File: src/rtl/cpu_pkg.sv
// rtl/cpu_pkg.sv - shared CPU front-end types and constants
// Purpose: instruction width, default address width, reset PC and the
//          fetch-entry record carried from the ROM to the decoder.
package cpu_pkg;

    localparam int INSTR_W  = 32;
    localparam int ADDR_W   = 8;
    localparam int RESET_PC = 0;

    typedef struct packed {
        logic [INSTR_W-1:0] instr;
        logic [ADDR_W-1:0]  pc;
    } fetch_entry_t;

endpackage

File: src/rtl/fetch_fifo.sv
// rtl/fetch_fifo.sv - prefetch queue between instruction ROM and decoder
// Purpose: DEPTH-entry circular FIFO with flush; head is presented
//          combinationally and reads as zero when the queue is empty.
// Ports:
//   clk, rst_n      clock, asynchronous active-low reset
//   flush           drop every entry (dominates push/pop)
//   push, push_data write one entry at the tail
//   pop             retire the head entry (ignored when empty)
//   head            current head entry, zero when empty
//   empty           no entries held
//   count           number of entries held
module fetch_fifo #(
    parameter int   WIDTH = 40,
    parameter int   DEPTH = 2,
    localparam int  PW    = (DEPTH > 1) ? $clog2(DEPTH) : 1,
    localparam int  CW    = $clog2(DEPTH + 1)
) (
    input  logic             clk,
    input  logic             rst_n,
    input  logic             flush,
    input  logic             push,
    input  logic [WIDTH-1:0] push_data,
    input  logic             pop,
    output logic [WIDTH-1:0] head,
    output logic             empty,
    output logic [CW-1:0]    count
);

    logic [WIDTH-1:0] mem [DEPTH];
    logic [PW-1:0]    wr_ptr;
    logic [PW-1:0]    rd_ptr;
    logic             do_push;
    logic             do_pop;

    assign empty   = (count == '0);
    assign do_push = push && !flush;
    assign do_pop  = pop && !flush && !empty;
    assign head    = empty ? '0 : mem[rd_ptr];

    // DEPTH is a power of two, so the pointers wrap by natural overflow.
    always_ff @(posedge clk or negedge rst_n) begin
        if (!rst_n) begin
            wr_ptr <= '0;
            rd_ptr <= '0;
            count  <= '0;
        end else if (flush) begin
            wr_ptr <= '0;
            rd_ptr <= '0;
            count  <= '0;
        end else begin
            if (do_push) begin
                wr_ptr <= wr_ptr + 1'b1;
            end
            if (do_pop) begin
                rd_ptr <= rd_ptr + 1'b1;
            end
            count <= count + CW'(do_push) - CW'(do_pop);
        end
    end

    // Storage needs no reset: contents are only observed through count.
    always_ff @(posedge clk) begin
        if (do_push) begin
            mem[wr_ptr] <= push_data;
        end
    end

endmodule

File: src/rtl/instruction_fetch_unit.sv
// rtl/instruction_fetch_unit.sv - PC, ROM read sequencing and decoder handshake
// Purpose: issues reads to a 1-cycle-latency instruction ROM, queues the
//          returned words with their PCs and hands them to the decoder.
// Ports:
//   clk, rst_n              clock, asynchronous active-low reset
//   imem_en, imem_addr      ROM read request
//   imem_rdata              ROM data, one cycle after imem_en
//   halt                    stop issuing new reads
//   redirect, redirect_pc   flush and restart fetch at redirect_pc
//   instr_valid/instr_ready decoder handshake
//   instr_out, instr_pc     head instruction and the address it came from
module instruction_fetch_unit
    import cpu_pkg::*;
#(
    parameter int ADDR_W   = cpu_pkg::ADDR_W,
    parameter int DEPTH    = 2,
    parameter int RESET_PC = cpu_pkg::RESET_PC
) (
    input  logic               clk,
    input  logic               rst_n,
    output logic               imem_en,
    output logic [ADDR_W-1:0]  imem_addr,
    input  logic [INSTR_W-1:0] imem_rdata,
    input  logic               halt,
    input  logic               redirect,
    input  logic [ADDR_W-1:0]  redirect_pc,
    output logic               instr_valid,
    input  logic               instr_ready,
    output logic [INSTR_W-1:0] instr_out,
    output logic [ADDR_W-1:0]  instr_pc
);

    localparam int CW      = $clog2(DEPTH + 1);
    localparam int OW      = CW + 1;
    localparam int ENTRY_W = INSTR_W + ADDR_W;

    typedef struct packed {
        logic [INSTR_W-1:0] instr;
        logic [ADDR_W-1:0]  pc;
    } entry_t;

    logic [ADDR_W-1:0] pc;
    logic [ADDR_W-1:0] inflight_pc;
    logic              inflight;
    logic              squash;
    logic              push;
    logic              pop;
    logic              issue;
    logic [CW-1:0]     count;
    logic [OW-1:0]     occupancy;
    logic              fifo_empty;
    entry_t            push_entry;
    entry_t            head_entry;
    logic [ENTRY_W-1:0] head_raw;

    // A redirect never coincides with an issue, so a read can only be in
    // flight across at most one redirect cycle: squashing the response in
    // that cycle is enough to keep stale words out of the queue.
    assign squash = redirect;
    assign push   = inflight && !squash;

    assign instr_valid = !fifo_empty && !redirect;
    assign pop         = instr_valid && instr_ready;

    // Entries committed for the next cycle: queue after this pop plus the
    // word landing this cycle. A new read must leave room for its response.
    assign occupancy = OW'(count) - OW'(pop) + OW'(inflight);
    assign issue     = !halt && !redirect && (occupancy < OW'(DEPTH));

    assign imem_en   = issue && rst_n;
    assign imem_addr = pc;

    assign push_entry.instr = imem_rdata;
    assign push_entry.pc    = inflight_pc;

    fetch_fifo #(
        .WIDTH (ENTRY_W),
        .DEPTH (DEPTH)
    ) u_fifo (
        .clk       (clk),
        .rst_n     (rst_n),
        .flush     (redirect),
        .push      (push),
        .push_data (push_entry),
        .pop       (pop),
        .head      (head_raw),
        .empty     (fifo_empty),
        .count     (count)
    );

    assign head_entry = entry_t'(head_raw);
    assign instr_out  = head_entry.instr;
    assign instr_pc   = head_entry.pc;

    always_ff @(posedge clk or negedge rst_n) begin
        if (!rst_n) begin
            pc          <= ADDR_W'(RESET_PC);
            inflight    <= 1'b0;
            inflight_pc <= '0;
        end else begin
            inflight <= issue;
            if (issue) begin
                inflight_pc <= pc;
            end
            if (redirect) begin
                pc <= redirect_pc;
            end else if (issue) begin
                pc <= pc + 1'b1;
            end
        end
    end

endmodule
File: config.mk
export PLATFORM = sky130hd
export DESIGN_NAME = instruction_fetch_unit
export DESIGN_NICKNAME = d
export VERILOG_FILES = /design/src/rtl/cpu_pkg.sv /design/src/rtl/fetch_fifo.sv /design/src/rtl/instruction_fetch_unit.sv
export SDC_FILE = /design/constraint.sdc
export NUM_CORES = 1
export LEC_CHECK = 0
export BUFFER_PORTS_ARGS = -buffer_cell sky130_fd_sc_hd__buf_4
export CAP_MARGIN = 10
export CORE_MARGIN = 4
export CORE_UTILIZATION = 45
export CTS_CLUSTER_SIZE = 30
export DETAILED_ROUTE_END_ITERATION = 6
export PLACE_DENSITY_LB_ADDON = 0.1
export RECOVER_POWER = 100
export SYNTH_ARGS = -nofsm -noshare
export SYNTH_HDL_FRONTEND = slang
export SYNTH_SLANG_ARGS = --single-unit
File: constraint.sdc
create_clock -name clk -period 3.15 [get_ports clk]
set_clock_uncertainty 0.05 [all_clocks]
set_input_delay 0.4725 -clock clk [delete_from_list [all_inputs] [get_ports clk]]
set_output_delay 0.4725 -clock clk [all_outputs]
set_load 0.02 [all_outputs]
==> run summary <==
Fraction of layout cells with a size suffix above 1 = 28.53%
Routability Congestion = 0.7935
Crit path kind = flip-flop to primary output
Sw Ratio = 30.20%
Max frequency = 322.1 MHz
CTS tree = yes
CTS sink cnt = 101
Floorplan row count = 34
Part of the power in registers = 52.1%
Post-route setup TNS = 0 ns
Synth async-reset ratio = 20.79%
Max-cap viol count = 1
Chip height = 103.0 um
Average wire per standard cell = 15.50 um
Leak = 0.001955 uW
EDFF count, synth = 80
Largest net degree at the start of global routing = 41
CP max FO = 3
DR pass1 iterations = 4
Worst-path cell chain = nor2_4 > nor2_4 > and2_4 > ha_4 > nand2b_4 > fa_1 > xnor2_2 > nand3_2 > inv_2 > and2_4 > buf_6
Diodes inserted = 0
Synth Area per Inst = 14.49 um^2
Dpl ws = 0.2075 ns
Clock transition at path regs = 0.09 ns
First-pass GRT wire length = 12.01 mm
Vias in the first global route = 2473
DPL Wire Length = 5.169 mm
Worst Path Buf+Inv = 2
Initial core utilization = 46.30%
Initial antenna violation count = 0
Cell-internal power = 2295 uW
Worst path max stage delay = 0.46 ns
Status = finished, violations left
Delay-heaviest family, CP = simple AND/OR/NAND/NOR gates
Antenna Violating Nets Remaining = 0
Drt drc = 0
Max-slew violations = 17
Critical path required time = 2.63 ns
Critical-path top delay cell = fa_1
VDD IR-drop max = 0.3600 mV
GRT Resource Usage Total = 14.92%
Core outline area = 8763 um^2
Setup ws final = 0.04521 ns
Clk_lat worst skew = 0.34 ns
Fin crit period = 3.105 ns
HP Class = input pin to flip-flop
Pwr Density = 642.6 nW/um^2
Nature of the critical path endpoint = primary output
Die W = 103.0 um
Unrepaired setup endpoints after global routing = true
Die ar. = 10600 um^2
Crit start category = flip-flop
DR iter-0 viols = 57
Via density per instance = 5.064
Total Wirelength = 7.705 mm
Failing checks = max-capacitance violations, max-slew violations
Final hold slack = 0.2745 ns
Total grt overflow = 0
Syn Nets = 330
Clk buf depth = 2
Mapped Cells = 280
CTS Buf Count = 9
Comb pwr share = 25.1%
Endpoints failing hold = 0
Vias = 2517
Final worst-path cycle share = 98.56%
Synth unique cells = 32
Worst slew margin = -10.85%
Post-synthesis sequential element count = 101
Num ports = 95
Fraction of power consumed by the clock network = 22.8%
Fin nets = 434
Arr. time, crit path = 2.58 ns
H-tree depth = 3
Synth Flop Type = edfxtp_1
Port bufs = 94
Post-synthesis sequential area ratio = 72.16%
Sw power = 993.0 uW
Synthesis Warnings = 0
Worst Max-Slew Pin Slew = 1.659 ns
Area growth syn-to-layout = 26.09%
Final-report setup violation count = 0
Mapped Area = 4058 um^2
Root buf cell = clkbuf_8
-- power groups by stage --
stage	clock network, uW	registers (uW)	logic [uW]
6_report	749	1710	825
5_1_grt	838	1730	903
4_1_cts	778	1710	841
3_5_place_dp	0	1750	827
3_3_place_gp	0	1740	816
2_1_floorplan	0	1710	501
-- kinds of logic (layout without fill, tap and decap cells) --
kind of cell	Yosys count	count (layout)	share of synthesized area, %
xor+xnor	6	6	1.480
fa+ha+maj	5	5	1.727
flops	101	101	72.16
buf+inv	17	126	1.788
simple gates	96	96	10.08
mux	40	40	9.867
compound gates	15	15	2.898
-- area by class of cell --
cell class / count / area, um^2
fill: 729 / 3647
sequential: 101 / 2930
multi-input combinational: 162 / 1105
timing repair buffer: 106 / 744.5
clock buffer: 12 / 155.1
tap: 108 / 135.1
clock inverter: 4 / 31.28
inverter: 4 / 15.01
-- worst reg2reg max path, delay by kind of cell (launching register included) --
kind / cells / cell delay [ns]
adders and majority gates: 2 / 0.69
AOI/OAI and AO/OA: 2 / 0.60
and+or+nand+nor: 5 / 0.59
DFF: 1 / 0.43
xor gates and xnor gates: 1 / 0.23
-- Yosys cell counts (2+ instances only) --
library cell  number  area (um^2)
o311ai_1           4        35.03
inv_1              2        7.510
nor2b_1            4        25.02
nand3_1            5        25.02
and3_1             2        12.51
nor2_1            45        168.9
xor2_1             2        17.52
clkbuf_1           6        22.52
nand2_1           31        116.4
and2_1             4        25.02
a221o_1            2        20.02
ha_1               4        50.05
mux2i_1           40        400.4
buf_2              7        35.03
edfxtp_1          80         2402
xnor2_1            3        26.28
o211ai_1           4        30.03
dfrtp_1           21        525.5
-- metal layers --
layer,up-vias,routed length (um),track usage (%)
met3,5,431,3.518
met5,-,0,0
met1,1211,3358,19.79
li1,1215,-,-
met4,0,57,4.781
met2,86,3857,24.42
-- cell usage in the layout (no fill, tap or decap), types with 2 or more instances in the layout --
cell type and count:
edfxtp_1 80, buf_4 62, nor2_1 43, mux2i_1 40
nand2_1 31, clkbuf_1 23, dfrtp_1 19, clkbuf_4 18
clkbuf_8 11, nand3_1 5, o211ai_1 4, o311ai_1 4
nor2b_1 3, xnor2_1 3, ha_1 3, nor2_4 2
inv_1 2, and2_4 2, xor2_1 2, a221o_1 2
and3_1 2, buf_12 2, dfrtp_2 2
-- what timing repair did --
action | 4_1_cts | 5_1_grt
hold endpoints to repair | 21 | 0
gates resized for setup | 3 | 6
pin swaps | 1 | 5
hold buffers | 1 | 0
gates cloned | 0 | 0
setup endpoints to repair | 1 | 1
setup buffers | 1 | 2
-- flip-flops by register name (all words and copies together) (netlist names) --
name and flops:
imem_addr 8, inflight_pc 8, u_fifo.wr_ptr 1, u_fifo.rd_ptr 1, inflight 1, u_fifo.mem 80, u_fifo.count 2
-- final timing paths --
kind	from	end	slack (ns)	depth (start not counted)
max in group asynchronous	rst_n	u_fifo.rd_ptr	2.30	2
max reg2reg	u_fifo.count[1]	imem_addr[6]	0.46	10
min	imem_rdata[21]	u_fifo.mem[0][29]	0.27	1
min in group asynchronous	rst_n	imem_addr[0]	0.49	2
min reg2reg	inflight_pc[1]	u_fifo.mem[0][1]	0.43	0
max	u_fifo.count[1]	imem_en	0.05	11
-- per-stage QoR --
step | cells | instance area, um^2 | power, uW | util [%]
3_3_place_gp | 477 | 4946 | 2552 | 56.44
5_1_grt | 497 | 5116 | 3472 | 58.38
6_report | 497 | 5116 | 3288 | 58.38
2_1_floorplan | 280 | 4060 | 2213 | -
3_5_place_dp | 477 | 4946 | 2573 | 56.44
4_1_cts | 495 | 5159 | 3333 | 58.87
(Power assumes the default switching activity.)
